[src/rtl/qp_pkg.sv]
// Shared WQE field layout, DCS register map and dispatch FSM states for the queue-pair datapath.
package qp_pkg;

    localparam int unsigned WQE_W        = 112;
    localparam int unsigned OPC_W        = 5;
    localparam int unsigned NUM_W        = 3;
    localparam int unsigned LEN_W        = 8;
    localparam int unsigned MAX_DATA     = 4;
    localparam int unsigned LEN_IDX_W    = $clog2(MAX_DATA);
    localparam int unsigned TID_W        = 8;
    localparam int unsigned ADDR_W       = 64;
    localparam int unsigned TOT_W        = 10;
    localparam int unsigned OPC_LSB      = 107;
    localparam int unsigned NUM_MSB      = 106;
    localparam int unsigned NUM_LSB      = 104;
    localparam int unsigned OPC_PATH_BIT = 0;

    localparam int unsigned DCS_AW = 8;
    localparam int unsigned DCS_DW = 32;
    localparam int unsigned DCS_BW = 4;
    localparam int unsigned CRED_W = 4;
    localparam int unsigned STAT_W = 16;

    localparam logic [DCS_AW-1:0] DCS_OFF_ADDR_LO  = 8'h00;
    localparam logic [DCS_AW-1:0] DCS_OFF_ADDR_HI  = 8'h04;
    localparam logic [DCS_AW-1:0] DCS_OFF_CTRL     = 8'h08;
    localparam logic [DCS_AW-1:0] DCS_OFF_DOORBELL = 8'h0C;
    localparam logic [DCS_DW-1:0] DOORBELL_VAL     = 32'h1;

    typedef enum logic [2:0] {
        ST_IDLE,
        ST_DECODE,
        ST_W0,
        ST_W1,
        ST_W2,
        ST_W3
    } state_t;

    typedef struct packed {
        logic [OPC_W-1:0]               opcode;
        logic [NUM_W-1:0]               data_num;
        logic [MAX_DATA-1:0][LEN_W-1:0] data_len;   // [MAX_DATA-1] is dataLen0
        logic [TID_W-1:0]               tid;
        logic [ADDR_W-1:0]              desc_addr;
    } wqe_t;

    function automatic logic wqe_malformed(input logic [NUM_W-1:0] num);
        return (num == '0) || (num > NUM_W'(MAX_DATA));
    endfunction

    function automatic logic [TOT_W-1:0] wqe_total_len(input wqe_t w);
        logic [TOT_W-1:0] sum;
        sum = '0;
        for (int i = 0; i < int'(MAX_DATA); i++) begin
            if (NUM_W'(i) < w.data_num)
                sum = sum + TOT_W'(w.data_len[LEN_IDX_W'(int'(MAX_DATA) - 1 - i)]);
        end
        return sum;
    endfunction

endpackage

[src/rtl/dcs_write_port.sv]
// Avalon-MM write master toward one descriptor-control slave; holds a word until the slave accepts it.
module dcs_write_port
    import qp_pkg::*;
(
    input  logic              clock,
    input  logic              reset,
    input  logic              req,
    input  logic [DCS_AW-1:0] addr_in,
    input  logic [DCS_DW-1:0] data_in,
    input  logic              wait_request,
    output logic              chip_select,
    output logic              write,
    output logic              read,
    output logic [DCS_AW-1:0] address,
    output logic [DCS_DW-1:0] write_data,
    output logic [DCS_BW-1:0] byte_enable
);

    assign read = 1'b0;

    // a stalled word is frozen; otherwise load the next word (or zeros when idle)
    always_ff @(posedge clock) begin
        if (!reset) begin
            chip_select <= 1'b0;
            write       <= 1'b0;
            address     <= '0;
            write_data  <= '0;
            byte_enable <= '0;
        end else if (!(chip_select && wait_request)) begin
            chip_select <= req;
            write       <= req;
            address     <= req ? addr_in : '0;
            write_data  <= req ? data_in : '0;
            byte_enable <= req ? {DCS_BW{1'b1}} : '0;
        end
    end

endmodule

[src/rtl/wqe_dispatch.sv]
// Pops WQEs and programs the read/write DMA descriptor controllers with a four-word DCS burst.
// Optional statistics counters: define WQE_DISPATCH_STATS_EN.
module wqe_dispatch
    import qp_pkg::*;
#(
    parameter int unsigned       MAX_OUTSTANDING = 4,
    parameter logic [DCS_AW-1:0] DCS_BASE        = 8'h00
) (
    input  logic              clock,
    input  logic              reset,
    input  logic              wqEmpty,
    input  logic [WQE_W-1:0]  wqData,
    output logic              wqPop,
    output logic              rdDcsChipSelect_o,
    output logic              rdDcsWrite_o,
    output logic [DCS_AW-1:0] rdDcsAddress_o,
    output logic [DCS_DW-1:0] rdDcsWriteData_o,
    output logic [DCS_BW-1:0] rdDcsByteEnable_o,
    output logic              rdDcsRead_o,
    input  logic              rdDcsWaitRequest_i,
    output logic              wrDcsChipSelect_o,
    output logic              wrDcsWrite_o,
    output logic [DCS_AW-1:0] wrDcsAddress_o,
    output logic [DCS_DW-1:0] wrDcsWriteData_o,
    output logic [DCS_BW-1:0] wrDcsByteEnable_o,
    output logic              wrDcsRead_o,
    input  logic              wrDcsWaitRequest_i,
    input  logic              rdDone,
    input  logic              wrDone,
    output logic              busy,
    output logic [STAT_W-1:0] dropCount,
    output logic [STAT_W-1:0] dispatchCount
);

    state_t            state_q, state_d;
    wqe_t              wqe_q;
    logic [TOT_W-1:0]  total_len_q;
    logic [CRED_W-1:0] rd_credit_q, wr_credit_q;

    logic              pop, doorbell_acc, word_vld;
    logic [DCS_AW-1:0] word_addr;
    logic [DCS_DW-1:0] word_data;

    logic head_wr, head_bad, head_ok, path_wr, wqe_bad, sel_wait;

    assign head_wr  = wqData[OPC_LSB + OPC_PATH_BIT];
    assign head_bad = wqe_malformed(wqData[NUM_MSB:NUM_LSB]);
    assign head_ok  = head_wr ? (wr_credit_q < CRED_W'(MAX_OUTSTANDING))
                              : (rd_credit_q < CRED_W'(MAX_OUTSTANDING));
    assign path_wr  = wqe_q.opcode[OPC_PATH_BIT];
    assign wqe_bad  = wqe_malformed(wqe_q.data_num);
    assign sel_wait = path_wr ? wrDcsWaitRequest_i : rdDcsWaitRequest_i;
    assign wqPop    = pop;
    assign busy     = (state_q != ST_IDLE);

    always_ff @(posedge clock) begin
        if (!reset) state_q <= ST_IDLE;
        else        state_q <= state_d;
    end

    // next state; a malformed head is always popped so it cannot block the queue
    always_comb begin
        state_d      = state_q;
        pop          = 1'b0;
        doorbell_acc = 1'b0;
        unique case (state_q)
            ST_IDLE: begin
                if (reset && !wqEmpty && (head_bad || head_ok)) begin
                    pop     = 1'b1;
                    state_d = ST_DECODE;
                end
            end
            ST_DECODE: state_d = wqe_bad ? ST_IDLE : ST_W0;
            ST_W0:     if (!sel_wait) state_d = ST_W1;
            ST_W1:     if (!sel_wait) state_d = ST_W2;
            ST_W2:     if (!sel_wait) state_d = ST_W3;
            ST_W3: begin
                if (!sel_wait) begin
                    doorbell_acc = 1'b1;
                    state_d      = ST_IDLE;
                end
            end
            default:   state_d = ST_IDLE;
        endcase
    end

    // the word driven on the bus follows the state being entered, so strobes are registered
    always_comb begin
        word_vld  = 1'b0;
        word_addr = '0;
        word_data = '0;
        unique case (state_d)
            ST_W0: begin
                word_vld  = 1'b1;
                word_addr = DCS_BASE + DCS_OFF_ADDR_LO;
                word_data = wqe_q.desc_addr[31:0];
            end
            ST_W1: begin
                word_vld  = 1'b1;
                word_addr = DCS_BASE + DCS_OFF_ADDR_HI;
                word_data = wqe_q.desc_addr[63:32];
            end
            ST_W2: begin
                word_vld  = 1'b1;
                word_addr = DCS_BASE + DCS_OFF_CTRL;
                word_data = {wqe_q.tid, 6'b0, total_len_q, 3'b0, wqe_q.opcode};
            end
            ST_W3: begin
                word_vld  = 1'b1;
                word_addr = DCS_BASE + DCS_OFF_DOORBELL;
                word_data = DOORBELL_VAL;
            end
            default: ;
        endcase
    end

    always_ff @(posedge clock) begin
        if (!reset) begin
            wqe_q       <= '0;
            total_len_q <= '0;
        end else begin
            if (pop)                    wqe_q       <= wqe_t'(wqData);
            if (state_q == ST_DECODE)   total_len_q <= wqe_total_len(wqe_q);
        end
    end

    // outstanding transfers per path; a done coinciding with a doorbell cancels out
    always_ff @(posedge clock) begin
        if (!reset) begin
            rd_credit_q <= '0;
            wr_credit_q <= '0;
        end else begin
            if (doorbell_acc && !path_wr && !rdDone)        rd_credit_q <= rd_credit_q + CRED_W'(1);
            else if (!(doorbell_acc && !path_wr) && rdDone && rd_credit_q != '0)
                                                            rd_credit_q <= rd_credit_q - CRED_W'(1);
            if (doorbell_acc && path_wr && !wrDone)         wr_credit_q <= wr_credit_q + CRED_W'(1);
            else if (!(doorbell_acc && path_wr) && wrDone && wr_credit_q != '0)
                                                            wr_credit_q <= wr_credit_q - CRED_W'(1);
        end
    end

    dcs_write_port u_rd_port (
        .clock        (clock),
        .reset        (reset),
        .req          (word_vld && !path_wr),
        .addr_in      (word_addr),
        .data_in      (word_data),
        .wait_request (rdDcsWaitRequest_i),
        .chip_select  (rdDcsChipSelect_o),
        .write        (rdDcsWrite_o),
        .read         (rdDcsRead_o),
        .address      (rdDcsAddress_o),
        .write_data   (rdDcsWriteData_o),
        .byte_enable  (rdDcsByteEnable_o)
    );

    dcs_write_port u_wr_port (
        .clock        (clock),
        .reset        (reset),
        .req          (word_vld && path_wr),
        .addr_in      (word_addr),
        .data_in      (word_data),
        .wait_request (wrDcsWaitRequest_i),
        .chip_select  (wrDcsChipSelect_o),
        .write        (wrDcsWrite_o),
        .read         (wrDcsRead_o),
        .address      (wrDcsAddress_o),
        .write_data   (wrDcsWriteData_o),
        .byte_enable  (wrDcsByteEnable_o)
    );

`ifdef WQE_DISPATCH_STATS_EN
    logic [STAT_W-1:0] drop_cnt_q, disp_cnt_q;
    logic              drop_evt;

    assign drop_evt = (state_q == ST_DECODE) && wqe_bad;

    // saturating statistics
    always_ff @(posedge clock) begin
        if (!reset) begin
            drop_cnt_q <= '0;
            disp_cnt_q <= '0;
        end else begin
            if (drop_evt && drop_cnt_q != {STAT_W{1'b1}})     drop_cnt_q <= drop_cnt_q + STAT_W'(1);
            if (doorbell_acc && disp_cnt_q != {STAT_W{1'b1}}) disp_cnt_q <= disp_cnt_q + STAT_W'(1);
        end
    end

    assign dropCount     = drop_cnt_q;
    assign dispatchCount = disp_cnt_q;
`else
    assign dropCount     = '0;
    assign dispatchCount = '0;
`endif

endmodule
[config.mk]
export PLATFORM = sky130hd
export DESIGN_NAME = wqe_dispatch
export DESIGN_NICKNAME = d
export VERILOG_FILES = /design/src/rtl/qp_pkg.sv /design/src/rtl/dcs_write_port.sv /design/src/rtl/wqe_dispatch.sv
export SDC_FILE = /design/constraint.sdc
export NUM_CORES = 1
export LEC_CHECK = 0
export ABC_AREA = 1
export BUFFER_PORTS_ARGS = -buffer_cell sky130_fd_sc_hd__buf_2
export CORE_ASPECT_RATIO = 1.5
export CORE_MARGIN = 4
export CORE_UTILIZATION = 45
export CTS_CLUSTER_DIAMETER = 120
export DETAILED_ROUTE_END_ITERATION = 10
export PLACE_DENSITY = 0.71
export SYNTH_ARGS = -nofsm -noshare
export SYNTH_HDL_FRONTEND = slang
export SYNTH_SLANG_ARGS = --single-unit
[constraint.sdc]
create_clock -name clock -period 2.95 [get_ports clock]
set_clock_uncertainty 0.05 [all_clocks]
set_input_delay 0 -clock clock [delete_from_list [all_inputs] [get_ports clock]]
set_output_delay 0 -clock clock [all_outputs]
set_load 0.02 [all_outputs]
==> qor.yml, run 1 <==
status: "finished, final reports clean"
layout_min_cycle_time_ns: 2.392
pwr-share-comb: 0.181
worstPathArrival_ns: 2.70
vias: 8213
drt_iter0_drc: 658
grt_overflow: 0
async_reset_ff_frac: 0
p_leak_uw: 0.004981
cpMaxStageDelayCell: "dfxtp_1"
layout.nets: 1500
core_area_um2: 18090
drv_slew: 0
cts_tree: "yes"
crit_family: "simple AND/OR/NAND/NOR gates"
whs_ns: 0.1988
antenna_found_initial: 1
wl_per_cell_um: 15.57
setup_viol: 0
fin_cells: 1628
grt_max_degree: 113
initial_core_util: 0.4624
cp_cell_sequence: "inv_1 > nor2_4 > nand3_1 > nor2_1 > inv_1 > ha_1 > a21o_1 > a21oi_1 > or2_2 > nand3_1 > o21ai_0 > a21oi_1"
gp_congestion: 0.8763
rr_startpoint: "state_q[2]"
detailedPlacementHpwl_um: 17010
port_buffers: 184
hold_viol_final: 0
cp.depth: 12
layout_common_cells: "nand2_1 (349), dfxtp_1 (186), buf_2 (183)"
yosysUniqueCellTypes: 37
ys_ff_latch: 186
clk_pin_slew_worst_paths_ns: 0.07
synth-seq-area-share: 0.4450
worstMarginPinSlew_ns: 1.141
power_uw: 6439
dp_cells: 1495
die_area_um2: 20880
insertion_delay_ns: 0.42
max_slew_margin: 0.2392
regToRegEndpoint: "wr_credit_q[3]"
p_clk_frac: 0.369
drc: 0
cp_max_fo: 5
ir_worst_vdd_uv: 317.3
reg2regPathDepth: 12
track_usage: 0.2386
finalCritPeriodShare: 0.8109
die_y_um: 175
min_path_cells: 6
cp-end-kind: "flip-flop"
clockRootBuffer: "clkbuf_16"
area_delta_synth_final_pct: 28.98
synth-edff-count: 0
rsz0062_at_grt: "no"
io_pins: 247
first_pass_iters: 5
synth_cells: 1130
num_rows: 60
cts_buffer_depth: 2
totalWireLength_um: 25350
synth_area_per_cell_um2: 7.404
ant_nets: 0
path_buf_inv: 2
p_per_area_nw_per_um2: 596.7
switching_share: 0.2946
hold_end: "wqe_q[67]"
hold_path_class: "input pin to flip-flop"
ff2ff_setup_slack_ns: 0.56
cts_made_buffers: 17
start_kind: "flip-flop"
min-delay-start: "wqEmpty"
final_common_cell: "nand2_1"
drive_gt1_frac: 0.1849
p_int_uw: 4542
cts_num_sinks: 186
h-tree-depth: 4
seq_power_share: 0.450
path_class: "flip-flop to flip-flop"
drt-vias-per-instance: 5.045
die_x_um: 119.3
max_stage_delay_ns: 0.40
p_switching_uw: 1897
max_freq_ghz: 0.4180
grt_pass1_vias: 7925
fin_tns_setup_ns: 0
cap_violations: 0
ys.flop_type: "dfxtp_1"
yosys_warnings: 0
required_ns: 3.26
netlist_area_um2: 8367
cts_setup_buffers: 0
grt_pass1_wl_um: 40110
[cell families (layout without fill, tap and decap cells)]
| group | after synthesis | count (layout) | share of synthesized area |
|---|---|---|---|
| and+or+nand+nor | 563 | 563 | 0.2943 |
| DFF | 186 | 186 | 0.4450 |
| buffers and inverters | 181 | 385 | 0.1171 |
| AOI/OAI and AO/OA | 177 | 177 | 0.1107 |
| adders and majority gates | 15 | 15 | 0.02512 |
| xor gates and xnor gates | 7 | 7 | 0.007328 |
| other | 1 | 47 | 0.0004482 |
[cell usage after synthesis, types with 4 or more instances]
cell / instances / area [um2]
inv_1: 43 / 161.4
a21oi_1: 107 / 535.5
clkbuf_1: 30 / 112.6
xor2_1: 4 / 35.03
inv_2: 4 / 15.01
o21ai_0: 41 / 205.2
buf_4: 63 / 473.0
nor2_1: 27 / 101.4
nand3_1: 118 / 590.6
a31oi_1: 6 / 37.54
ha_1: 12 / 150.1
nand4_1: 55 / 344.1
a21o_1: 4 / 30.03
nand2_2: 4 / 25.02
nand2_1: 350 / 1314
buf_2: 34 / 170.2
dfxtp_1: 186 / 3724
o21ai_1: 10 / 50.05
o21bai_1: 5 / 37.54
[worst max path at each step]
stage | from | slack (ns) | end
6_report | state_q[2] | 0.56 | wr_credit_q[3]
3_3_place_gp | wqe_q[106] | 0.57 | total_len_q[6]
5_1_grt | wqe_q[106] | 0.29 | total_len_q[7]
3_5_place_dp | wqe_q[106] | 0.59 | total_len_q[6]
4_1_cts | wqe_q[106] | 0.57 | total_len_q[6]
2_1_floorplan | wqe_q[106] | 0.83 | total_len_q[6]
[sequential cells by signal (all words and copies together) (netlist names)]
name,count
u_wr_port.byte_enable,1
state_q,3
wqe_q,95
path_wr,1
u_rd_port.address,2
rd_credit_q,4
u_wr_port.address,2
u_rd_port.byte_enable,1
wr_credit_q,4
total_len_q,9
u_wr_port.write_data,32
u_rd_port.write_data,32
[stage by stage]
step / setup WS, ns / utilization / instance area [um2]
CTS: 0.5714 / 0.5963 / 10790
finish: 0.5577 / 0.5965 / 10790
global route: 0.2866 / 0.5965 / 10790
global placement: 0.5699 / 0.5068 / 9169
detailed placement: 0.5903 / 0.5068 / 9169
floorplan: 0.8330 / - / 8536
[area by class of cell]
| type | instances | area [um2] |
|---|---|---|
| Inverter | 51 | 193.9 |
| Sequential cell | 186 | 3724 |
| Fill cell | 1615 | 7301 |
| Clock buffer | 20 | 466.7 |
| Antenna cell | 1 | 2.502 |
| Clock inverter | 12 | 152.6 |
| Tap cell | 248 | 310.3 |
| Timing Repair Buffer | 302 | 2097 |
| Multi-Input combinational cell | 808 | 3845 |
[power by group through the flow]
stage	clock network [uW]	registers, uW	logic (uW)
2_1_floorplan	0	2920	826
3_3_place_gp	0	2940	1030
3_5_place_dp	0	2950	1050
4_1_cts	2410	2890	1160
5_1_grt	2530	2920	1320
6_report	2380	2900	1170
[layer usage]
metal	track usage	up-vias	wire, um
met1	0.2695	3736	9879
met5	0	-	0
met2	0.4369	315	13200
met4	0.1123	0	1005
met3	0.03465	57	1260
li1	-	4105	-
[tightest hold or removal path: cells and delay by family]
family,cells,cell delay [ns]
AND/OR/NAND/NOR,5,0.53
buffers and inverters,1,0.10
[repair_timing]
action	4_1_cts	5_1_grt
hold endpoints to repair	102	0
resized for setup	0	0
hold buffers	100	0
Power figures use the tool's default switching activity.
==> inputs of run 2 (changes only) <==
- clock period: 2.95 -> 2.49 ns (I/O delays scaled with it)
==> run 2 against run 1 <==
Fmax is 5.7% higher. Worst hold slack lost 0.054 ns. Critical path depth grew 1. Clock power grew 7%. First-iteration DRC count down 10%. Via count grew 1.1%. Register-to-register slack worse by 0.33 ns. Power is 15% higher. Final cell count is essentially flat. Largest power group unchanged. Highest routed layer unchanged.
==> qor.yml, run 2 (same netlist as run 1, synthesis figures left out) <==
io_pins: 247  # unchanged
die_y_um: 175  # unchanged
regToRegEndpoint: "rd_credit_q[3]"
fin_tns_setup_ns: 0  # unchanged
core_area_um2: 18090  # unchanged
power_uw: 7394  # +15%
layout.nets: 1503  # +0.20%
ant_nets: 0  # unchanged
drt-vias-per-instance: 5.096  # +1.0%
clockRootBuffer: "clkbuf_16"
track_usage: 0.2316  # -0.007017
rsz0062_at_grt: "no"
area_delta_synth_final_pct: 28.97  # about the same
hold_end: "wqe_q[27]"
cts_made_buffers: 17  # unchanged
max_slew_margin: 0.2442  # +0.005014
worstMarginPinSlew_ns: 1.134  # -0.007520 ns
final_common_cell: "nand2_1"
clk_pin_slew_worst_paths_ns: 0.07  # about the same
hold_viol_final: 0  # unchanged
detailedPlacementHpwl_um: 17090  # +0.43%
utilization: 0.5964  # about the same
layout_min_cycle_time_ns: 2.263  # -0.1297 ns
antenna_found_initial: 0  # -1
die_x_um: 119.3  # unchanged
max_freq_ghz: 0.4420  # +5.7%
totalWireLength_um: 24980  # -1.4%
wl_per_cell_um: 15.33  # -1.5%
rr_startpoint: "state_q[1]"
setup_viol: 0  # unchanged
cap_violations: 0  # unchanged
grt_pass1_wl_um: 39050  # -2.6%
worstPathArrival_ns: 2.57  # -0.13 ns
path_class: "flip-flop to flip-flop"
cp_max_fo: 5  # unchanged
top_register: "wqe_q"
antenna_cells: 0  # -1
grt_pass1_vias: 7776  # -1.9%
status: "finished, final reports clean"
p_leak_uw: 0.004964  # -0.35%
die_area_um2: 20880  # unchanged
initial_core_util: 0.4624  # unchanged
port_buffers: 184  # unchanged
ff2ff_setup_slack_ns: 0.23  # -0.33 ns
cts_buffer_depth: 2  # unchanged
p_per_area_nw_per_um2: 685.2  # +15%
reg2regPathDepth: 13  # +1
num_rows: 60  # unchanged
cts_tree: "yes"
layout_common_cells: "nand2_1 (349), dfxtp_1 (184), buf_2 (183)"
start_kind: "flip-flop"
largestRegisters: "wqe_q x95, u_rd_port.write_data x32, u_wr_port.write_data x32"
required_ns: 2.80  # -0.46 ns
drc: 0  # unchanged
min_path_cells: 6  # unchanged
insertion_delay_ns: 0.42  # about the same
grt_overflow: 0  # unchanged
min-delay-start: "wqEmpty"
first_pass_iters: 7  # +2
drt_iter0_drc: 590  # -10%
grt_max_degree: 113  # unchanged
cp-end-kind: "flip-flop"
gp_congestion: 0.8867  # +1.2%
ir_worst_vdd_uv: 378.6  # +19%
h-tree-depth: 4  # unchanged
cts_num_sinks: 186  # unchanged
hold_path_class: "input pin to flip-flop"
drv_slew: 0  # unchanged
finalCritPeriodShare: 0.9087  # +0.09774
fillerInstances: 1612  # -0.19%
drive_gt1_frac: 0.1933  # +0.008422
largest_reg_flops: 95  # unchanged
vias: 8301  # +1.1%
[run 2: how the worst max path moves through the flow]
| stage | start | end | slack (ns) | cells past startpoint |
|---|---|---|---|---|
| floorplan | wqe_q[106] | total_len_q[6] | 0.37 | 12 |
| global placement | wqe_q[106] | total_len_q[5] | 0.18 | 11 |
| detailed placement | wqe_q[106] | total_len_q[5] | 0.19 | 11 |
| CTS | wqe_q[106] | total_len_q[5] | 0.16 | 11 |
| global route | state_q[1] | wr_credit_q[3] | 0.006 | 13 |
| finish | state_q[1] | rd_credit_q[3] | 0.23 | 13 |
[run 2: per-layer routing]
layer,vias up,track usage,part of all wire
met3,60,0.03400,0.053
met4,0,0.1166,0.043
met2,302,0.4206,0.51
met5,-,0,0
met1,3824,0.2611,0.39
li1,4115,-,-
[run 2: where the power goes]
group          switching, uW  internal [uW]  leakage, uW
clock network           1170           1380     0.000263
registers                191           3250      0.00152
logic                    846            553      0.00318
total                   2210           5180      0.00496
[run 2: what timing repair did]
| item | 4_1_cts | 5_1_grt |
|---|---|---|
| gates resized for setup | 0 | 11 |
| hold buffers | 100 | 0 |
| buffers inserted | 0 | 2 |
| endpoints found under the setup margin | 0 | 7 |
| endpoints found under the hold margin | 103 | 0 |
[run 2: worst max-delay path: stages, from the launching register on]
cell and delay, ns:
dfxtp_1 0.34, inv_1 0.08, nand2_1 0.10, nor2_4 0.15, nand3_1 0.13, nor2_2 0.13, inv_1 0.11, ha_1 0.30
a21o_1 0.12, a21oi_1 0.07, or2_2 0.29, nand3_1 0.09, o21ai_0 0.08, a21oi_1 0.16
[run 2: stage by stage]
stage | setup slack, ns | area, um2 | cells | hold slack, ns
floorplan | 0.3730 | 8536 | 1175 | 0.06047
finish | 0.2274 | 10790 | 1629 | 0.1451
global route | 0.006286 | 10790 | 1629 | 0.1770
global placement | 0.1844 | 9201 | 1496 | 0.1464
CTS | 0.1614 | 10750 | 1627 | 0.1401
detailed placement | 0.1947 | 9201 | 1496 | 0.1472
[run 2: area by class of cell]
cell class	instances	area [um2]	share of cell area
Tap cell	248	310.3	0.02876
Inverter	51	197.7	0.01832
Clock buffer	18	429.2	0.03977
Sequential cell	186	3726	0.3453
Timing Repair Buffer	305	2145	0.1987
Multi-Input combinational cell	808	3862	0.3580
Clock inverter	13	120.1	0.01113
